File: src/rtl/hwag_tooth_if.sv
`default_nettype none
// ============================================================================
// Module   : hwag_tooth_if
// Purpose  : Tooth input and angle/status outputs of the crank angle core.
// Revision : 1.0
// ============================================================================
interface hwag_tooth_if #(
    parameter int PCNT_WIDTH = 24
) ();
    logic                  cap;
    logic                  cap_edge_sel;
    logic                  sync;
    logic [5:0]            tooth;
    logic [11:0]           angle;
    logic                  tick;
    logic                  gap;
    logic                  err;
    logic [PCNT_WIDTH-1:0] period;

    modport master (
        output cap, cap_edge_sel,
        input  sync, tooth, angle, tick, gap, err, period
    );

    modport slave (
        input  cap, cap_edge_sel,
        output sync, tooth, angle, tick, gap, err, period
    );
endinterface
`default_nettype wire

File: src/rtl/hwag_tooth_core.sv
`default_nettype none
// ============================================================================
// Module   : hwag_tooth_core
// Purpose  : 60-2 crank wheel edge capture, gap sync and angle interpolation.
//            Optional input majority filter: define HWAG_CAP_FILTER_EN.
// Revision : 1.0
// ============================================================================
module hwag_tooth_core #(
    parameter int PCNT_WIDTH    = 24,
    parameter int TICK_SHIFT    = 6,
    parameter int TEETH_REAL    = 58,
    parameter int TEETH_MISSING = 2
) (
    input wire          clk,
    input wire          rst,
    hwag_tooth_if.slave bus
);

    localparam int                    SUB_W        = $clog2((TEETH_MISSING + 1) << TICK_SHIFT);
    localparam logic [SUB_W-1:0]      SUB_MAX_NORM = SUB_W'((1 << TICK_SHIFT) - 1);
    localparam logic [SUB_W-1:0]      SUB_MAX_GAP  = SUB_W'(((TEETH_MISSING + 1) << TICK_SHIFT) - 1);
    localparam logic [5:0]            LAST_TOOTH   = 6'(TEETH_REAL - 1);
    localparam logic [PCNT_WIDTH-1:0] PCNT_MAX     = '1;

    typedef enum logic [1:0] {
        IDLE = 2'd0,
        SEEK = 2'd1,
        SYNC = 2'd2
    } state_t;

    // ------------------------------------------------------------------
    // Input conditioning and edge detection
    // ------------------------------------------------------------------
    logic r_s1, r_s2, r_s3;
    logic w_cap_clean;
    logic w_edge;

    always_ff @(posedge clk or negedge rst) begin
        if (!rst) begin
            r_s1 <= 1'b0;
            r_s2 <= 1'b0;
        end else begin
            r_s1 <= bus.cap;
            r_s2 <= r_s1;
        end
    end

`ifdef HWAG_CAP_FILTER_EN
    logic r_f1, r_f2, r_filt;

    // 3-sample majority: a level must persist two clocks to pass
    always_ff @(posedge clk or negedge rst) begin
        if (!rst) begin
            r_f1   <= 1'b0;
            r_f2   <= 1'b0;
            r_filt <= 1'b0;
        end else begin
            r_f1   <= r_s2;
            r_f2   <= r_f1;
            r_filt <= (r_s2 & r_f1) | (r_s2 & r_f2) | (r_f1 & r_f2);
        end
    end

    assign w_cap_clean = r_filt;
`else
    assign w_cap_clean = r_s2;
`endif

    always_ff @(posedge clk or negedge rst) begin
        if (!rst) r_s3 <= 1'b0;
        else      r_s3 <= w_cap_clean;
    end

    assign w_edge = bus.cap_edge_sel ? (w_cap_clean & ~r_s3) : (~w_cap_clean & r_s3);

    // ------------------------------------------------------------------
    // Period measurement and gap test
    // ------------------------------------------------------------------
    logic [PCNT_WIDTH-1:0] r_pcnt, r_cur;
    logic [PCNT_WIDTH-1:0] w_cur_nxt;
    logic [PCNT_WIDTH:0]   w_prev_ext, w_gap_thresh;
    logic                  w_is_gap;
    logic                  w_stall;

    assign w_cur_nxt = (r_pcnt == PCNT_MAX) ? PCNT_MAX : r_pcnt + PCNT_WIDTH'(1);

    // r_cur is the period that becomes "prev" on this edge
    assign w_prev_ext   = {1'b0, r_cur};
    assign w_gap_thresh = w_prev_ext + (w_prev_ext >> 1);
    assign w_is_gap     = (r_cur != '0) && ({1'b0, w_cur_nxt} > w_gap_thresh);
    assign w_stall      = (r_pcnt == PCNT_MAX) && !w_edge;

    always_ff @(posedge clk or negedge rst) begin
        if (!rst) begin
            r_pcnt <= '0;
            r_cur  <= '0;
        end else if (w_edge) begin
            r_pcnt <= '0;
            r_cur  <= w_cur_nxt;
        end else if (r_pcnt != PCNT_MAX) begin
            r_pcnt <= r_pcnt + PCNT_WIDTH'(1);
        end
    end

    // ------------------------------------------------------------------
    // Sync state machine and tick interpolation
    // ------------------------------------------------------------------
    state_t                r_state, w_state_nxt;
    logic [5:0]            r_tooth, w_tooth_nxt;
    logic [SUB_W-1:0]      r_subtick, w_subtick_nxt;
    logic [PCNT_WIDTH-1:0] r_tick_cnt, w_tick_cnt_nxt;
    logic [PCNT_WIDTH-1:0] r_tick_period, w_tick_period_nxt;
    logic [PCNT_WIDTH-1:0] r_period, w_period_nxt;
    logic [PCNT_WIDTH-1:0] w_tp_raw;
    logic [SUB_W-1:0]      w_sub_limit;
    logic [11:0]           r_angle, w_angle_nxt;
    logic                  r_tick, r_gap, r_err;
    logic                  w_tick_nxt, w_gap_nxt, w_err_nxt;

    assign w_tp_raw    = w_cur_nxt >> TICK_SHIFT;
    assign w_sub_limit = (r_tooth == LAST_TOOTH) ? SUB_MAX_GAP : SUB_MAX_NORM;

    always_comb begin
        w_state_nxt       = r_state;
        w_tooth_nxt       = r_tooth;
        w_subtick_nxt     = r_subtick;
        w_tick_cnt_nxt    = r_tick_cnt;
        w_tick_period_nxt = r_tick_period;
        w_period_nxt      = r_period;
        w_tick_nxt        = 1'b0;
        w_gap_nxt         = 1'b0;
        w_err_nxt         = 1'b0;

        if (w_edge) begin
            // An edge always wins over a coincident tick terminal count
            w_tick_cnt_nxt = '0;
            w_subtick_nxt  = '0;
            if (!w_is_gap && (r_state != IDLE)) begin
                w_period_nxt      = w_cur_nxt;
                w_tick_period_nxt = (w_tp_raw == '0) ? PCNT_WIDTH'(1) : w_tp_raw;
            end
            case (r_state)
                IDLE: w_state_nxt = SEEK;
                SEEK: begin
                    if (w_is_gap) begin
                        w_state_nxt = SYNC;
                        w_tooth_nxt = '0;
                        w_gap_nxt   = 1'b1;
                    end
                end
                SYNC: begin
                    if (w_is_gap == (r_tooth == LAST_TOOTH)) begin
                        w_tooth_nxt = w_is_gap ? 6'd0 : r_tooth + 6'd1;
                        w_gap_nxt   = w_is_gap;
                    end else begin
                        // early gap or missing gap
                        w_state_nxt = SEEK;
                        w_tooth_nxt = '0;
                        w_err_nxt   = 1'b1;
                    end
                end
                default: w_state_nxt = IDLE;
            endcase
        end else if (w_stall) begin
            w_state_nxt    = IDLE;
            w_tooth_nxt    = '0;
            w_subtick_nxt  = '0;
            w_tick_cnt_nxt = '0;
            w_err_nxt      = (r_state == SYNC);
        end else if (r_state == SYNC) begin
            if (r_tick_cnt == r_tick_period - PCNT_WIDTH'(1)) begin
                w_tick_cnt_nxt = '0;
                if (r_subtick < w_sub_limit) begin
                    w_subtick_nxt = r_subtick + SUB_W'(1);
                    w_tick_nxt    = 1'b1;
                end
            end else begin
                w_tick_cnt_nxt = r_tick_cnt + PCNT_WIDTH'(1);
            end
        end

        w_angle_nxt = (w_state_nxt == SYNC)
                    ? (({6'd0, w_tooth_nxt} << TICK_SHIFT) + 12'(w_subtick_nxt))
                    : 12'd0;
    end

    always_ff @(posedge clk or negedge rst) begin
        if (!rst) begin
            r_state       <= IDLE;
            r_tooth       <= '0;
            r_subtick     <= '0;
            r_tick_cnt    <= '0;
            r_tick_period <= '0;
            r_period      <= '0;
            r_angle       <= '0;
            r_tick        <= 1'b0;
            r_gap         <= 1'b0;
            r_err         <= 1'b0;
        end else begin
            r_state       <= w_state_nxt;
            r_tooth       <= w_tooth_nxt;
            r_subtick     <= w_subtick_nxt;
            r_tick_cnt    <= w_tick_cnt_nxt;
            r_tick_period <= w_tick_period_nxt;
            r_period      <= w_period_nxt;
            r_angle       <= w_angle_nxt;
            r_tick        <= w_tick_nxt;
            r_gap         <= w_gap_nxt;
            r_err         <= w_err_nxt;
        end
    end

    assign bus.sync   = (r_state == SYNC);
    assign bus.tooth  = r_tooth;
    assign bus.angle  = r_angle;
    assign bus.tick   = r_tick;
    assign bus.gap    = r_gap;
    assign bus.err    = r_err;
    assign bus.period = r_period;

endmodule
`default_nettype wire

File: src/flat_wrapper.sv
// flat-port wrapper written by rule: the top's interface ports become plain ports
module hwag_tooth_core_flat 
#(
    parameter int PCNT_WIDTH    = 24,
    parameter int TICK_SHIFT    = 6,
    parameter int TEETH_REAL    = 58,
    parameter int TEETH_MISSING = 2
)
  (clk, rst, bus_cap, bus_cap_edge_sel, bus_sync, bus_tooth, bus_angle, bus_tick, bus_gap, bus_err, bus_period);
  hwag_tooth_if #(.PCNT_WIDTH(PCNT_WIDTH)) bus_i ();
  input wire clk;
  input wire rst;
  input wire logic [$bits(bus_i.cap)-1:0] bus_cap;
  input wire logic [$bits(bus_i.cap_edge_sel)-1:0] bus_cap_edge_sel;
  output wire logic [$bits(bus_i.sync)-1:0] bus_sync;
  output wire logic [$bits(bus_i.tooth)-1:0] bus_tooth;
  output wire logic [$bits(bus_i.angle)-1:0] bus_angle;
  output wire logic [$bits(bus_i.tick)-1:0] bus_tick;
  output wire logic [$bits(bus_i.gap)-1:0] bus_gap;
  output wire logic [$bits(bus_i.err)-1:0] bus_err;
  output wire logic [$bits(bus_i.period)-1:0] bus_period;
  assign bus_i.cap = bus_cap;
  assign bus_i.cap_edge_sel = bus_cap_edge_sel;
  assign bus_sync = bus_i.sync;
  assign bus_tooth = bus_i.tooth;
  assign bus_angle = bus_i.angle;
  assign bus_tick = bus_i.tick;
  assign bus_gap = bus_i.gap;
  assign bus_err = bus_i.err;
  assign bus_period = bus_i.period;
  hwag_tooth_core #(.PCNT_WIDTH(PCNT_WIDTH), .TICK_SHIFT(TICK_SHIFT), .TEETH_REAL(TEETH_REAL), .TEETH_MISSING(TEETH_MISSING)) u_core (.clk(clk), .rst(rst), .bus(bus_i));
endmodule
File: config.mk
export PLATFORM = sky130hd
export DESIGN_NAME = hwag_tooth_core_flat
export DESIGN_NICKNAME = d
export VERILOG_FILES = /design/src/rtl/hwag_tooth_if.sv /design/src/rtl/hwag_tooth_core.sv /design/src/flat_wrapper.sv
export SDC_FILE = /design/constraint.sdc
export NUM_CORES = 1
export LEC_CHECK = 0
export BUFFER_PORTS_ARGS = -buffer_cell sky130_fd_sc_hd__buf_2
export CAP_MARGIN = 30
export CORE_MARGIN = 3
export CORE_UTILIZATION = 62
export CTS_CLUSTER_DIAMETER = 50
export DETAILED_ROUTE_END_ITERATION = 6
export PLACE_DENSITY_LB_ADDON = 0.08
export SLEW_MARGIN = 10
export SYNTH_ARGS = -nofsm -noshare
export SYNTH_HDL_FRONTEND = slang
export SYNTH_SLANG_ARGS = --single-unit
File: constraint.sdc
create_clock -name clk -period 8.4 [get_ports clk]
set_clock_uncertainty 0.05 [all_clocks]
set_input_delay 0 -clock clk [delete_from_list [all_inputs] [get_ports clk]]
set_output_delay 0 -clock clk [all_outputs]
set_load 0.01 [all_outputs]
### Yosys cells after proc, flatten, opt, wreduce, memory -nomap -nowiden

Cells that the tools add are included.

| operators by class | value |
|---|---|
| add/subtract/negate cells | 7 |
| multiply operators | 0 |
| div/mod/pow operators | 0 |
| magnitude comparators | 2 |
| equality and inequality tests | 8 |
| shifts and indexed selects | 0 |
| multiplexer cells | 40 |
| bitwise operators | 4 |
| reductions and logical operators | 12 |

Operator list:

| cell | number |
|---|---|
| 24-bit two-way mux | 7 |
| 24-bit by 1-bit adder with 24-bit output (second input constant) | 2 |
| 8-bit two-way mux | 6 |
| 6-bit two-way mux | 5 |
| 24-bit by 23-bit adder with 25-bit output | 1 |
| 24-bit by 25-bit > comparator with 1-bit output | 1 |
| 24-bit == test | 1 |
| 24-bit == test (second input constant) | 1 |
| 24-bit logical NOT | 1 |
| 24-bit inequality test (second input constant) | 1 |
| 24-bit nonzero test | 1 |
| 24-bit by 1-bit subtractor with 24-bit output (second input constant) | 1 |
| 18-bit two-way mux | 1 |
| 1-bit two-way mux | 13 |
| 12-bit by 8-bit adder with 12-bit output | 1 |
| 12-bit two-way mux | 1 |
| 6-bit one-hot mux with 2 select lines | 1 |
| 8-bit by 1-bit adder with 8-bit output (second input constant) | 1 |
| 8-bit less-than comparator | 1 |
| 2-bit two-way mux | 4 |
| 6-bit by 1-bit adder with 6-bit output (second input constant) | 1 |
| 6-bit == test (second input constant) | 1 |
| 2-bit one-hot mux with 3 select lines | 1 |
| 2-bit == test (second input constant) | 2 |
| other kinds (11) | 17 |

| storage, ports and cells | value |
|---|---|
| flip-flop bits (word level) | 154 |
| bits in latches | 0 |
| RAM bits | 0 |
| memory bits (read-only) | 0 |
| bits of input ports | 4 |
| output and inout port bits | 46 |
| logic and storage cells | 88 |
| memories kept | 0 |

### Logic depth before layout (Yosys ltp)

Gate-level depths: netlist of run 1.

| logic depth | value |
|---|---|
| depth after elaboration | 10 |
| mapped depth | 29 |

### Worst setup path after synthesis of run 1

Ideal clock, no wire load.

| timing | value |
|---|---|
| kind | register to register |
| start | reg u_core.r_cur[1] |
| end | reg u_core.r_angle[10] (netlist: u_core.bus.angle[10]) |
| library setup time | 82 ps |
| arrival | 6268 ps |
| data required time | 8268 ps |
| path slack | 2000 ps |
| stages on the path, launching flop included | 27 |
| buffers on the path | 1 |
| period minus slack after synthesis | 6400 ps |
| path through | dfrtp_1 -> ha_1 -> fa_1 -> a211o_1 -> a211o_1 -> a221oi_1 -> o31ai_1 -> o2111ai_1 -> o21ai_0 -> or4_1 -> o311a_1 -> xnor2_1 -> ha_1 -> a21o_1 -> a2111oi_0 -> nand4_1 -> and3_1 -> clkbuf_1 -> ha_1 -> nor2b_1 -> nand2_1 -> o21ai_0 -> ha_1 -> inv_1 -> fa_1 -> or3_1 -> a21oi_1 |

| between the ends | value |
|---|---|
| longest elaborated chain between the ends | 9 |
| elaborated cells on any way between the ends | 17 |
| those cells by class | add/sub: 2; order compare: 1; eq/ne: 2; mux: 10; reduce/logical: 2 |

RTL lines:

| what | line | source |
|---|---|---|
| start: declaration | hwag_tooth_core.sv:79 | `logic [PCNT_WIDTH-1:0] r_pcnt, r_cur;` |
| start signal: assignment | hwag_tooth_core.sv:99 | `r_cur <= w_cur_nxt;` |
| 24-bit by 23-bit adder with 25-bit output | hwag_tooth_core.sv:89 | `assign w_gap_thresh = w_prev_ext + (w_prev_ext >> 1);` |
| 24-bit by 25-bit > comparator with 1-bit output | hwag_tooth_core.sv:90 | `assign w_is_gap = (r_cur != '0) && ({1'b0, w_cur_nxt} > w_gap_thresh);` |
| 1-bit logical AND * | hwag_tooth_core.sv:90 |  |
| 6-bit two-way mux / 1-bit == test (equally long branches) | hwag_tooth_core.sv:153, hwag_tooth_core.sv:152 |  |
| 6-bit two-way mux | hwag_tooth_core.sv:152 | `if (w_is_gap == (r_tooth == LAST_TOOTH)) begin` |
| 6-bit one-hot mux with 2 select lines * | hwag_tooth_core.sv:142 | `case (r_state)` |
| 6-bit two-way mux * | hwag_tooth_core.sv:134 | `if (w_edge) begin` |
| via u_core.w_tooth_nxt[0] | hwag_tooth_core.sv:109 | `logic [5:0] r_tooth, w_tooth_nxt;` |
| 12-bit by 8-bit adder with 12-bit output * | hwag_tooth_core.sv:183 | `? (({6'd0, w_tooth_nxt} << TICK_SHIFT) + 12'(w_subtick_nxt))` |
| 12-bit two-way mux * | hwag_tooth_core.sv:183 |  |
| via u_core.w_angle_nxt[10] | hwag_tooth_core.sv:116 | `logic [11:0] r_angle, w_angle_nxt;` |
| end signal: assignment | hwag_tooth_core.sv:206 | `r_angle <= w_angle_nxt;` |
| end: declaration | hwag_tooth_core.sv:116 |  |

The timed path passes the listed nets; every way through them passes the cells marked *.
A chain may end at the register's enable or synchronous reset.

### Worst setup path after layout of run 1

Ends and elaborated chain as after synthesis.

==> results of run 1 <==
## Yosys cell counts, types with 3 or more instances
cell and instances:
nor2_1 166, dfrtp_1 148, nand2_1 112, ha_1 75, a21oi_1 72, inv_1 67, o21ai_0 55, xor2_1 39
xnor2_1 36, clkbuf_1 33, nand4_1 31, nand3_1 29, nor3_1 25, o21a_1 16, and3_1 15, nor4_1 15
a21o_1 14, nor2b_1 14, or3_1 13, and2_1 11, nand2b_1 8, and4_1 7, or4_1 7, a31oi_1 6
o211ai_1 6, o31ai_1 6, or2_2 6, or3b_2 6, nand3b_1 4, o21bai_1 4, o32ai_1 4, a2111oi_0 3
a211o_1 3, a22o_1 3, a22oi_1 3, buf_1 3, buf_2 3, mux2i_1 3, o22ai_1 3
## stage by stage
stage / area [sq um] / std cells / setup WS (ns)
2_1_floorplan: 9520 / 1112 / 2.00
3_5_place_dp: 9920 / 1313 / 1.42
3_3_place_gp: 9900 / 1311 / 1.55
6_report: 10500 / 1347 / 1.25
5_1_grt: 10500 / 1347 / 0.799
4_1_cts: 10500 / 1347 / 1.29
## cell type report
type,count,share of cell area
Clock buffer,20,0.0424
Clock inverter,12,0.0147
Inverter,67,0.0239
Multi-Input combinational cell,856,0.513
Sequential cell,148,0.351
Tap cell,184,0.0218
Timing Repair Buffer,60,0.0331
## state kept, by name (all words and copies together), names as in the netlist
| signal | flops |
|---|---|
| u_core.r_s1 | 1 |
| u_core.r_tick_cnt | 24 |
| u_core.r_pcnt | 24 |
| u_core.bus.angle | 12 |
| u_core.r_tick_period | 18 |
| u_core.bus.err | 1 |
| u_core.r_subtick | 8 |
| u_core.r_s3 | 1 |
| u_core.bus.period | 24 |
| u_core.bus.gap | 1 |
| u_core.r_state | 2 |
| u_core.r_cur | 24 |
| u_core.r_s2 | 1 |
| u_core.bus.tooth | 6 |
| u_core.bus.tick | 1 |
## logic make-up after synthesis
logic type                 Yosys count  synth area share
AOI/OAI and AO/OA                  220             0.145
xor gates and xnor gates            75            0.0690
adders and majority gates           77             0.103
buffers and inverters              108            0.0446
DFF                                148             0.389
muxes                                5           0.00552
and+or+nand+nor                    479             0.244
## power by group through the flow
stage                     Sequential (mW)  Combinational, mW  Clock, mW
after floorplan                     0.948              0.633          0
after global placement              0.961              0.849          0
after detailed placement            0.965              0.876          0
after CTS                           0.956              0.886      0.792
after global routing                0.975               1.00      0.825
final                               0.958              0.885      0.783
## layer usage
| layer | up-vias | GRT usage |
|---|---|---|
| met1 | 3843 | 0.371 |
| met4 | 0 | 0.0996 |
| met3 | 41 | 0.0516 |
| met5 | - | 0 |
| met2 | 201 | 0.488 |
| li1 | 3947 | - |
## critical path, cell delays in order (launching register included)
cell and delay [ns]:
dfrtp_1 0.44, ha_1 0.24, fa_1 0.42, a211o_1 0.30
a211o_1 0.31, a221oi_1 0.49, o31ai_1 0.16, o2111ai_1 0.21
o21ai_0 0.14, or4_1 0.41, o311a_1 0.13, xnor2_1 0.17
ha_1 0.28, a21o_1 0.16, a2111oi_0 0.38, nand4_1 0.17
and3_1 0.32, ha_1 0.37, nor2b_1 0.28, nand2_1 0.13
o21ai_0 0.26, ha_1 0.22, inv_1 0.06, fa_1 0.42
or3_1 0.39, a21oi_1 0.14
## how the worst min path moves through the flow
stage               depth (start not counted)  slack [ns]                     to
floorplan                                   0       -0.35    u_core.bus.angle[0]
CTS                                         2         0.1  u_core.r_tick_cnt[15]
global route                                2        0.15  u_core.r_tick_cnt[15]
finish                                      2        0.06  u_core.r_tick_cnt[15]
global placement                            1       -0.02  u_core.r_tick_cnt[19]
detailed placement                          1       -0.02  u_core.r_tick_cnt[15]
==> results.ini, run 1 <==
[floorplan]
dieArea_sq_um=16900
core_area_sq_um=14800
fp-row-count=44
chipHeight_um=130
die_w_um=130
start_util=0.645
io-pin-count=50

[cells_and_area]
n_fill_cell=1196
layout_common_cells=nor2_1 (166), dfrtp_1 (148), nand2_1 (112), ha_1 (75), a21oi_1 (72)
multi_input_area_sq_um=5410
areaGrowthSynthToFinish_pct=10.8
seq_area_sq_um=3700
final_util=0.715
nets=1231
layout_commonest_cell=nor2_1
drive_gt1_frac=0.0954
n_antenna_cell=0

[critical_path]
crit_fanout=7
worstReg2RegEnd=u_core.bus.angle[10]
rrSetupSlack_ns=1.25
crit_required_ns=8.69
crit_path_start=u_core.r_cur[1]
reg2reg_depth=25
reg2reg_from=u_core.r_cur[1]
crit_end=u_core.bus.angle[10]
worstSetupPathType=flop to flop
cp-end-kind=flop
worst-endpoint-arrival_ns=7.44
crit_path_start_kind=flop

[logic_synthesis]
syn_area_sq_um=9520
ys.flop_type=dfrtp_1
synth_nets=1193
synth_area_per_cell_sq_um=8.56
synth_top_area_cell=dfrtp_1
synth-edff-count=0
synth_cells=1112
synth_area_leaders=dfrtp_1 (39%), ha_1 (9.9%), nor2_1 (6.5%)
synth_top_cell_area_share=0.389
ys_seq_area_frac=0.389
async_reset_ff_frac=1.00
ys.warnings.count=0
synth_cell_types=69
ys_ff_latch=148

[placement]
hpwl_um=16800
place.gp.congestion=0.911
numPortBuffers=49

[clock_network]
cts.path.max_buffers=2
path_clk_slew_ns=0.06
post_cts_resized=0
numCtsBuffers=17
insertion_delay_ns=0.43
cts_sinks=148
cts_tree=built
cts_max_level=4
hold_buffers=2
postCtsSetupBuffers=0
cts-root-buf=clkbuf_16

[global_route]
grt_max_degree=68
grt_pass1_vias=7845
antenna_found_initial=0
grt.total_usage=0.287
overflow=0
grt_pass1_wl_um=38500

[timing]
timing.final.crit_share=0.851
rsz0062_at_grt=false
slew_viol_final=0
tns_ns=0
relSlewSlack=0.361
finalCriticalPeriod_ns=7.15
hold_viol=0
worst_slew_pin_slew_ns=0.932
finalSetupViolations=0
holdWs_ns=0.0639
clock.fmax_mhz=140

[power]
p_sw_frac=0.365
static-leakage-power_nw=5.11
power_frac_clock=0.298
p_sw_mw=0.958
power_frac_comb=0.337
p_total_mw=2.63
p_int_mw=1.67
pwr_density_cell_nw_per_um2=249
ir_drop_uv=173
p_seq_frac=0.365

[status]
outcome=finished, final reports clean

[routing]
routed_wl_um=23000
post_drt_wl_per_cell_um=17.0
top_layer=met4
drt_iter0_drc=618
wl_met2_um=11500
avgViaCountPerCell=5.96
ant_nets=0
wl_met3_um=878
wl_met1_um=9970
dr_total_vias=8032
first_pass_iters=5
drc=0

[worst_hold_path]
hold_class=primary input to async pin

[job]
maxCapViolCount=0

Power figures use the tool's default switching activity.
==> inputs of run 2 (changes only) <==
Settings changed: PLACE_DENSITY set to 0.77, PLACE_DENSITY_LB_ADDON 0.08 to unset.
==> results.ini, run 2 (synthesis results as in run 1) <==
[timing]
setup_slack_ns=1.30  ; +0.0517 ns
rsz0062_at_grt=false
hold_viol=0  ; unchanged
relSlewSlack=0.341  ; -0.0196
slew_viol_final=0  ; unchanged
finalSetupViolations=0  ; unchanged
holdWs_ns=0.0999  ; +0.0360 ns
timing.final.crit_share=0.845  ; -0.00616
clock.fmax_mhz=141  ; +0.73%
tns_ns=0  ; unchanged
finalCriticalPeriod_ns=7.10  ; -0.0517 ns
worst_slew_pin_slew_ns=0.988  ; +0.0560 ns

[clock_network]
numCtsBuffers=17  ; unchanged
cts_max_level=4  ; unchanged
cts_tree=built
path_clk_slew_ns=0.06  ; about the same
cts-root-buf=clkbuf_16
cts.path.max_buffers=2  ; unchanged
postCtsSetupBuffers=0  ; unchanged
cts_sinks=148  ; unchanged
insertion_delay_ns=0.42  ; about the same

[global_route]
overflow=0  ; unchanged
grt_pass1_wl_um=38500  ; about the same
grt.total_usage=0.284  ; -0.00244
grtUsageMet3=0.0528  ; +0.00123
globalRouteMet2Util=0.458  ; -0.0294
grt-busiest-layer=met2
grt_pass1_vias=7818  ; -0.34%
met1_usage=0.385  ; +0.0142
grt_max_degree=77  ; +13%
antenna_found_initial=0  ; unchanged

[cells_and_area]
drive_gt1_frac=0.0987  ; +0.00327
n_fill_cell=1163  ; -2.8%
multi_input_area_sq_um=5410  ; unchanged
layout_common_cells=nor2_1 (166), dfrtp_1 (148), nand2_1 (112), ha_1 (75), a21oi_1 (72)
layout_commonest_cell=nor2_1
areaGrowthSynthToFinish_pct=11.0
layout.cells.non_filler=1349  ; +0.15%
seq_area_sq_um=3700  ; unchanged
final_util=0.716  ; +0.00178
nets=1233  ; +0.16%
n_antenna_cell=0  ; unchanged
fin_area_sq_um=10600  ; +0.25%

[job]
maxCapViolCount=0  ; unchanged

[floorplan]
die_w_um=130  ; unchanged
core_area_sq_um=14800  ; unchanged
dieArea_sq_um=16900  ; unchanged
start_util=0.645  ; unchanged
io-pin-count=50  ; unchanged
fp-row-count=44  ; unchanged
chipHeight_um=130  ; unchanged

[placement]
hpwl_um=16500  ; -1.7%
numPortBuffers=49  ; unchanged
placed_cell_area_sq_um=9930  ; about the same
place.gp.congestion=0.888  ; -2.5%
place_inst=1313  ; unchanged
preCtsSetupSlack_ns=1.35  ; -0.0682 ns

[critical_path]
worstSetupPathType=flop to flop
path_buf_inv=1  ; unchanged
crit_path_frequent_cell=ha_1
crit_fanout=7  ; unchanged
cp-end-kind=flop
critPathSlowestCell=a221oi_1
critPathMaxStageDelay_ns=0.45  ; -0.04 ns
cp_top_family=compound AO/OA/AOI/OAI gates
crit_path_start_kind=flop
crit_required_ns=8.69  ; about the same
worst-endpoint-arrival_ns=7.39  ; -0.05 ns

[routing]
avgViaCountPerCell=5.95  ; -0.16%
dr_total_vias=8031  ; -0.012%
drt_iter0_drc=543  ; -12%
first_pass_iters=4  ; -1
post_drt_wl_per_cell_um=16.6  ; -2.6%
routed_wl_um=22400  ; -2.4%
drc=0  ; unchanged
ant_nets=0  ; unchanged

[worst_hold_path]
hold_class=primary input to async pin

[power]
p_total_mw=2.58  ; -1.8%
static-leakage-power_nw=5.13  ; +0.37%
pwr_density_cell_nw_per_um2=244  ; -2.1%
ir_drop_uv=176  ; +1.7%

[status]
outcome=finished, final reports clean

[run 2: cell types whose count changed in the layout (fill, tap and decap cells not counted)]
cell and delta:
clkbuf_8 +1, bufinv_16 -2, clkbuf_1 -2, inv_8 +1
inv_6 +1, clkinv_4 +2, clkinvlp_4 -1, buf_16 +2
buf_12 -1, buf_8 +1
[run 2: repair_timing]
action	CTS	global route
endpoints found under the hold margin	73	0
setup endpoints to repair	0	0
hold buffers	2	0
resized for setup	0	0
[run 2: cell type report]
cell class | count | area share
multi-input combinational | 856 | 0.512
sequential | 148 | 0.350
clock buffer | 19 | 0.0429
timing repair buffer | 62 | 0.0378
inverter | 67 | 0.0238
tap | 184 | 0.0218
clock inverter | 13 | 0.0118
[run 2: worst paths after layout]
| path | from | cells past startpoint | slack (ns) | to |
|---|---|---|---|---|
| max | u_core.r_cur[1] | 25 | 1.30 | u_core.bus.angle[10] |
| min | rst | 2 | 0.1 | u_core.r_tick_cnt[19] |
| min reg2reg | u_core.r_s1 | 0 | 0.30 | u_core.r_s2 |
| max reg2reg | u_core.r_cur[1] | 25 | 1.30 | u_core.bus.angle[10] |
| min in group clk | bus_cap | 2 | 0.17 | u_core.r_s1 |
| max in group asynchronous | rst | 4 | 7.19 | u_core.r_cur[21] |
[run 2: power breakdown]
| group | internal, mW | switching, mW |
|---|---|---|
| Sequential | 0.828 | 0.129 |
| Combinational | 0.369 | 0.516 |
| Clock | 0.427 | 0.309 |
| Total | 1.62 | 0.955 |
[run 2: worst reg2reg max path, delay by kind of cell, from the launching register on]
family	cells	cell delay, ns
flip-flops	1	0.44
AND/OR/NAND/NOR	6	1.71
AO/OA/AOI/OAI	11	2.64
XOR/XNOR	1	0.13
buffers and inverters	1	0.06
adder cells (fa/ha/maj)	6	2.00
[run 2: routing by layer]
| layer | wire length, um | part of all wire |
|---|---|---|
| met4 | 680 | 0.030 |
| met2 | 10700 | 0.48 |
| met1 | 10000 | 0.45 |
| met5 | 0 | 0 |
| met3 | 1040 | 0.046 |
